[src/rtl/seq_eac_adder_if.sv]
// Operand/result bundle for the segmented end-around-carry adder.
// Handshake: a transfer happens on a rising clk edge where valid and ready are both 1;
// the producer holds its data stable from raising valid until that edge; ready may not depend on valid.
interface seq_eac_adder_if #(
    parameter int ADDER_WIDTH = 64
);
    logic                   in_valid;
    logic                   in_ready;
    logic [ADDER_WIDTH-1:0] in1;
    logic [ADDER_WIDTH-1:0] in2;
    logic                   cin;
    logic                   sticky;
    logic                   eff_sub;
    logic                   out_valid;
    logic                   out_ready;
    logic [ADDER_WIDTH-1:0] sum;
    logic                   cout;
    logic                   eac_applied;

    modport master (
        output in_valid, in1, in2, cin, sticky, eff_sub, out_ready,
        input  in_ready, out_valid, sum, cout, eac_applied
    );

    modport slave (
        input  in_valid, in1, in2, cin, sticky, eff_sub, out_ready,
        output in_ready, out_valid, sum, cout, eac_applied
    );
endinterface

[src/rtl/seq_eac_adder.sv]
// Segmented sequential adder: one SEG_WIDTH slice per cycle, then an optional
// end-around-carry increment pass that stops as soon as the carry dies out.
module seq_eac_adder #(
    parameter int ADDER_WIDTH = 64,
    parameter int SEG_WIDTH   = 16
) (
    input  logic                clk,
    input  logic                rst_n,
    seq_eac_adder_if.slave      bus,
    output logic [1:0]          fsm_state
);
    localparam int N_SEG     = ADDER_WIDTH / SEG_WIDTH;
    localparam int SEG_IDX_W = $clog2(N_SEG);

    typedef enum logic [1:0] {
        IDLE  = 2'd0,
        PASS1 = 2'd1,
        PASS2 = 2'd2,
        DONE  = 2'd3
    } state_t;

    state_t                          state;
    logic [SEG_IDX_W-1:0]            seg;
    logic                            carry;
    logic [N_SEG-1:0][SEG_WIDTH-1:0] a_q;
    logic [N_SEG-1:0][SEG_WIDTH-1:0] b_q;
    logic [N_SEG-1:0][SEG_WIDTH-1:0] sum_q;
    logic                            sticky_q;
    logic                            eff_sub_q;
    logic                            cout_q;
    logic                            eac_q;
    logic                            in_ready_q;
    logic                            out_valid_q;

    logic [SEG_WIDTH-1:0] op_a;
    logic [SEG_WIDTH-1:0] op_b;
    logic [SEG_WIDTH:0]   seg_add;
    logic                 last_seg;

    // PASS2 reuses the same slice adder to ripple the increment through the stored sum.
    always_comb begin
        op_a = a_q[seg];
        op_b = b_q[seg];
        if (state == PASS2) begin
            op_a = sum_q[seg];
            op_b = '0;
        end
        seg_add  = {1'b0, op_a} + {1'b0, op_b} + {{SEG_WIDTH{1'b0}}, carry};
        last_seg = (seg == SEG_IDX_W'(N_SEG - 1));
    end

    always_ff @(posedge clk or negedge rst_n) begin
        if (!rst_n) begin
            state       <= IDLE;
            seg         <= '0;
            carry       <= 1'b0;
            a_q         <= '0;
            b_q         <= '0;
            sum_q       <= '0;
            sticky_q    <= 1'b0;
            eff_sub_q   <= 1'b0;
            cout_q      <= 1'b0;
            eac_q       <= 1'b0;
            in_ready_q  <= 1'b1;
            out_valid_q <= 1'b0;
        end else begin
            case (state)
                IDLE: begin
                    if (bus.in_valid) begin
                        a_q        <= bus.in1;
                        b_q        <= bus.in2;
                        carry      <= bus.cin;
                        sticky_q   <= bus.sticky;
                        eff_sub_q  <= bus.eff_sub;
                        seg        <= '0;
                        in_ready_q <= 1'b0;
                        state      <= PASS1;
                    end
                end
                PASS1: begin
                    sum_q[seg] <= seg_add[SEG_WIDTH-1:0];
                    carry      <= seg_add[SEG_WIDTH];
                    if (last_seg) begin
                        cout_q <= seg_add[SEG_WIDTH];
                        seg    <= '0;
                        if (eff_sub_q && !sticky_q && seg_add[SEG_WIDTH]) begin
                            carry <= 1'b1;
                            state <= PASS2;
                        end else begin
                            eac_q       <= 1'b0;
                            out_valid_q <= 1'b1;
                            state       <= DONE;
                        end
                    end else begin
                        seg <= seg + SEG_IDX_W'(1);
                    end
                end
                PASS2: begin
                    sum_q[seg] <= seg_add[SEG_WIDTH-1:0];
                    carry      <= seg_add[SEG_WIDTH];
                    // Carry out of the top slice is dropped: the result wraps.
                    if (!seg_add[SEG_WIDTH] || last_seg) begin
                        eac_q       <= 1'b1;
                        out_valid_q <= 1'b1;
                        state       <= DONE;
                    end else begin
                        seg <= seg + SEG_IDX_W'(1);
                    end
                end
                DONE: begin
                    if (bus.out_ready) begin
                        out_valid_q <= 1'b0;
                        in_ready_q  <= 1'b1;
                        state       <= IDLE;
                    end
                end
                default: state <= IDLE;
            endcase
        end
    end

    assign bus.in_ready    = in_ready_q;
    assign bus.out_valid   = out_valid_q;
    assign bus.sum         = sum_q;
    assign bus.cout        = cout_q;
    assign bus.eac_applied = eac_q;
    assign fsm_state       = state;
endmodule

[src/flat_wrapper.sv]
// flat-port wrapper written by rule: the top's interface ports become plain ports
module seq_eac_adder_flat 
#(
    parameter int ADDER_WIDTH = 64,
    parameter int SEG_WIDTH   = 16
)
  (clk, rst_n, fsm_state, bus_in_valid, bus_in1, bus_in2, bus_cin, bus_sticky, bus_eff_sub, bus_out_ready, bus_in_ready, bus_out_valid, bus_sum, bus_cout, bus_eac_applied);
  seq_eac_adder_if #(.ADDER_WIDTH(ADDER_WIDTH)) bus_i ();
  input  logic clk;
  input  logic rst_n;
  output logic [1:0] fsm_state;
  input wire logic [$bits(bus_i.in_valid)-1:0] bus_in_valid;
  input wire logic [$bits(bus_i.in1)-1:0] bus_in1;
  input wire logic [$bits(bus_i.in2)-1:0] bus_in2;
  input wire logic [$bits(bus_i.cin)-1:0] bus_cin;
  input wire logic [$bits(bus_i.sticky)-1:0] bus_sticky;
  input wire logic [$bits(bus_i.eff_sub)-1:0] bus_eff_sub;
  input wire logic [$bits(bus_i.out_ready)-1:0] bus_out_ready;
  output wire logic [$bits(bus_i.in_ready)-1:0] bus_in_ready;
  output wire logic [$bits(bus_i.out_valid)-1:0] bus_out_valid;
  output wire logic [$bits(bus_i.sum)-1:0] bus_sum;
  output wire logic [$bits(bus_i.cout)-1:0] bus_cout;
  output wire logic [$bits(bus_i.eac_applied)-1:0] bus_eac_applied;
  assign bus_i.in_valid = bus_in_valid;
  assign bus_i.in1 = bus_in1;
  assign bus_i.in2 = bus_in2;
  assign bus_i.cin = bus_cin;
  assign bus_i.sticky = bus_sticky;
  assign bus_i.eff_sub = bus_eff_sub;
  assign bus_i.out_ready = bus_out_ready;
  assign bus_in_ready = bus_i.in_ready;
  assign bus_out_valid = bus_i.out_valid;
  assign bus_sum = bus_i.sum;
  assign bus_cout = bus_i.cout;
  assign bus_eac_applied = bus_i.eac_applied;
  seq_eac_adder #(.ADDER_WIDTH(ADDER_WIDTH), .SEG_WIDTH(SEG_WIDTH)) u_core (.clk(clk), .rst_n(rst_n), .bus(bus_i), .fsm_state(fsm_state));
endmodule
[config.mk]
export PLATFORM = sky130hd
export DESIGN_NAME = seq_eac_adder_flat
export DESIGN_NICKNAME = d
export VERILOG_FILES = /design/src/rtl/seq_eac_adder_if.sv /design/src/rtl/seq_eac_adder.sv /design/src/flat_wrapper.sv
export SDC_FILE = /design/constraint.sdc
export NUM_CORES = 1
export LEC_CHECK = 0
export BUFFER_PORTS_ARGS = -buffer_cell sky130_fd_sc_hd__clkbuf_2
export CORE_ASPECT_RATIO = 1.2
export CORE_MARGIN = 2
export CORE_UTILIZATION = 60
export DETAILED_ROUTE_END_ITERATION = 7
export MAX_ROUTING_LAYER = met4
export PLACE_DENSITY = 0.86
export SYNTH_ARGS = -nofsm -noshare
export SYNTH_HDL_FRONTEND = slang
export SYNTH_SLANG_ARGS = --single-unit
[constraint.sdc]
create_clock -name clk -period 7.37 [get_ports clk]
set_input_delay 1.474 -clock clk [delete_from_list [all_inputs] [get_ports clk]]
set_output_delay 1.474 -clock clk [all_outputs]
set_load 0.02 [all_outputs]
-- Yosys cells after proc, flatten, opt, wreduce, memory -nomap -nowiden
Index checks and enable logic that the tools add are counted.
- input port bits: 135
- bits in registers: 203
- eq/ne operators: 10
- reductions and logical operators: 20
- multiplexer cells: 36
- $add $sub $neg: 3
- order comparisons: 2
- operator list (operator ; number):
    16-bit binary-select mux with 2-bit select ; 3
    16-bit two-way mux ; 6
    64-bit bitwise mux ; 1
    16-bit demux with 2-bit select ; 1
    16-bit by 16-bit adder with 17-bit output ; 1
    17-bit by 1-bit adder with 17-bit output ; 1
    2-bit two-way mux ; 7
    1-bit two-way mux ; 12
    2-bit inequality test, second input constant ; 5
    2-bit one-hot mux with 4 select lines ; 1
    4-bit AND reduction ; 2
    2-bit == test, second input constant ; 3
    1-bit one-hot mux with 3 select lines ; 2
    2-bit one-hot mux with 3 select lines ; 1
    2-bit AND reduction ; 3
    3-bit AND reduction ; 2
    3-bit nonzero test ; 2
    5-bit AND reduction ; 1
    1-bit one-hot mux with 2 select lines ; 2
    2-bit nonzero test ; 2
    1-bit logical AND ; 3
    2-bit by 3-bit less-than comparator with 1-bit output, second input constant ; 1
    2-bit by 1-bit adder with 2-bit output, second input constant ; 1
    2-bit by 1-bit == test with 1-bit output, second input constant ; 1
    6 further kinds ; 7

-- Depth between registers and ports, before layout
- word-level depth: 9
- depth in mapped cells: 14
- gate-level depth less buffers: 12

-- Worst setup path after synthesis
No wires, ideal clock.
- kind: register to register
- from: register u_core.seg[0]
- to: register u_core.seg[0]
- buffers on the path: 2
- setup time: 0.126 ns
- period minus slack after synthesis: 3.913 ns
- slack: 3.457 ns
- arrival time: 3.787 ns
- cell stages (with the launch flop): 14
- cells stage by stage: dfrtp_1 -> clkbuf_1 -> buf_2 -> mux4_2 -> mux2_2 -> fa_1 -> inv_1 -> fa_1 -> nand2b_1 -> a21o_1 -> a21oi_4 -> a221oi_4 -> mux2_4 -> a221o_1
- cells in the longest elaborated chain, start to end: 9
- elaborated cells between the ends (all ways): 19
- classes of those cells: add/sub: 3; eq/ne: 2; mux: 11; reduce/logical: 3
- RTL lines (item ; line ; RTL):
    from (decl) ; seq_eac_adder.sv:23 ; logic [SEG_IDX_W-1:0] seg;
    from (signal assigned) ; seq_eac_adder.sv:95 ; seg <= seg + SEG_IDX_W'(1);
    from (signal assigned) ; seq_eac_adder.sv:107 ; seg <= seg + SEG_IDX_W'(1);
    16-bit binary-select mux with 2-bit select, on equally long branches ; seq_eac_adder.sv:42, seq_eac_adder.sv:43, seq_eac_adder.sv:45 ;
    16-bit two-way mux, on equally long branches ; seq_eac_adder.sv:42, seq_eac_adder.sv:43, seq_eac_adder.sv:45 ;
    16-bit two-way mux ; seq_eac_adder.sv:44 ; if (state == PASS2) begin
    16-bit by 16-bit adder with 17-bit output ; seq_eac_adder.sv:48 ; seg_add = {1'b0, op_a} + {1'b0, op_b} + {{SEG_WIDTH{1'b0}}, carry};
    17-bit by 1-bit adder with 17-bit output ; seq_eac_adder.sv:48 ;
    1-bit logical NOT ; seq_eac_adder.sv:102 ; if (!seg_add[SEG_WIDTH] || last_seg) begin
    1-bit logical OR ; seq_eac_adder.sv:102 ;
    2-bit inequality test (no line) ; - ;
    3-bit AND reduction (no line) ; - ;
Parallel ways exist; a longest one is shown, timed or not. The select of a mux whose other input is x is not followed.
A chain may end at the register's enable or synchronous reset.

-- Worst setup path after layout
Same ends and word-level chain as after synthesis.

==> out/results.ini <==
[run_status]
status=finished, final reports clean

[synthesis]
synthCells=745
synth_edf_count=0
yosysSeqAreaShare=0.501
syn-cell-area_um2=10100
async_reset_ff_frac=1.00
synth_flop_cell=dfrtp_1
yosysWarnings=0
syn_nets=906
syn_avg_cell_area_um2=13.6
synth_cell_types=59
ys_ff_latch=203

[cts]
cts-root-buf=clkbuf_16
clk_path_buf_depth=3
cts_tree=built
cts_resized=0
cts_hold_buf=0
cts_htree_levels=1
numCtsBuffers=21
path_clk_slew_ns=0.07
clock_latency_ns=0.50
post_cts_buffers=0
cts.sink_count=203

[floorplan]
die_w_um=123
rows=52
core_um2=16700
die_area_um2=18000
io_pins=205
start_util=0.607
die_h_um=146

[detailed_routing]
avgRoutedWirePerCell_um=21.1
drcViolationCount=0
ant_nets=0
first_iter_violations=534
dr.pass1.iters=5
vias_per_cell=5.96
wl_um=24400
dr_total_vias=6905

[sta]
final_max_slew_viol_count=0
hold_viol_final=0
rsz0062_at_grt=no
finalSetupViolations=0
tightest_slew_ns=1.02
fin_crit_sh=0.621
slew_headroom=0.323
worst_clock_skew_ns=0.0132
fin_crit_ns=4.58
timing.hold.ws_ns=0.500
setup_slack_ns=2.79
setup-tns-final_ns=0
clock.fmax_mhz=218

[setup_path]
rr_startpoint=u_core.seg[0]
required_ns=7.75
path_max_fanout=33
regToRegEndpoint=u_core.seg[0]
critPathBufInv=2
path_cells=buf_4, mux4_2, mux2_2, fa_1, inv_1, fa_1, nand2b_1, a21o_1, a21oi_4, a221oi_4, mux2_4, a221o_1
regToRegSetupSlack_ns=2.79
crit_arrival_ns=4.96
cp_slowest_cell=dfrtp_4
slowest_delay_ns=0.70
critical_path.most_common_cell=fa_1
rr_worst_depth=12
setup.worst_path.start_class=register
crit_type=reg2reg
end_kind=register
path_delay_family=multiplexers

[hold_path]
hold_end=u_core.bus.out_valid
hold_start=u_core.bus.out_valid
whs_path_depth=1
hold_class=reg2reg

[global_routing]
track_usage=0.285
grt_max_degree=125
first_global_vias=7195
grt.overflow.total=0
grt_pass1_wl_um=38600
antenna_found_initial=0

[placement]
dp_slack_ns=2.82
portBuffers=204
globalplace.congestion=0.938
dp_hpwl_um=17800

[final_layout]
num_antenna_cells=0
nets=1091
multi_input_area_um2=4840
layout-drive-gt1-share=0.500
ff_latch_area_um2=5090
syn_to_final_growth_pct=18.1
fin_util=0.717
fill_cells=1111

[run]
maxCapViolations=0

[sequential cells by signal, indices dropped and copies added, names as in the netlist]
| name | cells |
|---|---|
| u_core.a_q | 64 |
| u_core.b_q | 64 |
| u_core.bus.cout | 1 |
| u_core.bus.eac_applied | 1 |
| u_core.bus.in_ready | 1 |
| u_core.bus.out_valid | 1 |
| u_core.bus.sum | 64 |
| u_core.carry | 1 |
| u_core.eff_sub_q | 1 |
| u_core.fsm_state | 2 |
| u_core.seg | 2 |
| u_core.sticky_q | 1 |
[worst reg2reg max path, cell delays in order, from the launching register on]
cell and delay, ns:
dfrtp_4 0.70, buf_4 0.58, mux4_2 0.62, mux2_2 0.28, fa_1 0.39, inv_1 0.09
fa_1 0.20, nand2b_1 0.14, a21o_1 0.23, a21oi_4 0.12, a221oi_4 0.47, mux2_4 0.34
a221o_1 0.29
[stage by stage]
| step | std cells | cell area (um2) |
|---|---|---|
| 2_1_floorplan | 745 | 10100 |
| 3_3_place_gp | 1123 | 11300 |
| 3_5_place_dp | 1123 | 11300 |
| 4_1_cts | 1158 | 12000 |
| 5_1_grt | 1158 | 12000 |
| 6_report | 1158 | 12000 |
[metal layers]
| layer | vias up | track usage | part of all wire |
|---|---|---|---|
| li1 | 3117 | - | - |
| met1 | 3498 | 0.378 | 0.41 |
| met2 | 235 | 0.452 | 0.50 |
| met3 | 55 | 0.0465 | 0.057 |
| met4 | 0 | 0.0902 | 0.033 |
| met5 | - | - | 0 |
[worst max path at each step]
stage / start / endpoint / slack (ns) / cells after the start
2_1_floorplan: u_core.seg[0] / u_core.seg[0] / 3.46 / 13
3_3_place_gp: u_core.seg[0] / u_core.seg[0] / 2.84 / 12
3_5_place_dp: u_core.seg[0] / u_core.seg[0] / 2.82 / 12
4_1_cts: u_core.seg[0] / u_core.seg[0] / 2.78 / 12
5_1_grt: u_core.seg[0] / u_core.seg[0] / 2.57 / 12
6_report: u_core.seg[0] / u_core.seg[0] / 2.79 / 12
[cells in the final DEF (no fill, tap or decap), types with 7 or more instances in the layout]
cell       netlist  routed
clkbuf_16        0      21
o21ai_1          7       7
dfrtp_1        202     200
a21oi_1         16      16
clkbuf_2         0     203
mux2_2         170     170
nor2b_1         22      22
mux4_2          47      47
xnor2_1          7       7
nand2_1         52      51
o21ai_0         31      31
nand4_1          7       7
inv_1           13      13
ha_1            24      24
[cell type report]
cell class,count,share of cell area
Clock buffer,30,0.0509
Clock inverter,5,0.00491
Inverter,13,0.00407
Multi-Input combinational cell,482,0.404
Sequential cell,203,0.424
Tap cell,216,0.0226
Timing Repair Buffer,209,0.0891
[synth_stat cells (2+ instances only)]
cell / n / area share
ha_1: 24 / 0.030
nand2_1: 52 / 0.019
xnor2_1: 7 / 0.0060
nand3_1: 2 / 0.00099
o311ai_0: 4 / 0.0035
a211oi_1: 2 / 0.0015
nor3_1: 2 / 0.00099
o211ai_1: 3 / 0.0022
nor2b_1: 22 / 0.014
a21o_1: 6 / 0.0044
and4_1: 5 / 0.0043
or3_1: 4 / 0.0025
o21ai_0: 31 / 0.015
dfrtp_1: 202 / 0.50
and3b_1: 2 / 0.0017
a31oi_1: 2 / 0.0012
o21ai_1: 7 / 0.0035
and3_1: 2 / 0.0012
nor4_1: 5 / 0.0031
mux2_2: 170 / 0.19
buf_2: 7 / 0.0035
mux4_2: 47 / 0.10
inv_1: 13 / 0.0048
o21a_1: 3 / 0.0022
nand4_1: 7 / 0.0043
o21bai_1: 2 / 0.0015
and2_1: 6 / 0.0037
o21ai_2: 2 / 0.0017
a21oi_1: 16 / 0.0079
mux2i_1: 4 / 0.0039
o31ai_1: 5 / 0.0037
fa_1: 2 / 0.0039
nand2b_1: 4 / 0.0025
nor2_1: 5 / 0.0018
xor2_1: 5 / 0.0043
clkbuf_1: 39 / 0.014
mux2_4: 2 / 0.0030
[kinds of logic (layout without fill, tap and decap cells)]
kind of cell,count (synthesis),in the layout,share of synthesized area
multiplexers,224,224,0.301
flip-flops,203,203,0.501
AND/OR/NAND/NOR,121,121,0.0631
AO/OA/AOI/OAI,99,99,0.0683
buffers and inverters,60,257,0.0231
adder cells (fa/ha/maj),26,26,0.0335
XOR/XNOR,12,12,0.0104
Power is left out: the tool's default activity adds up to more than one toggle a clock period on the data nets, which glitch-free logic cannot reach.
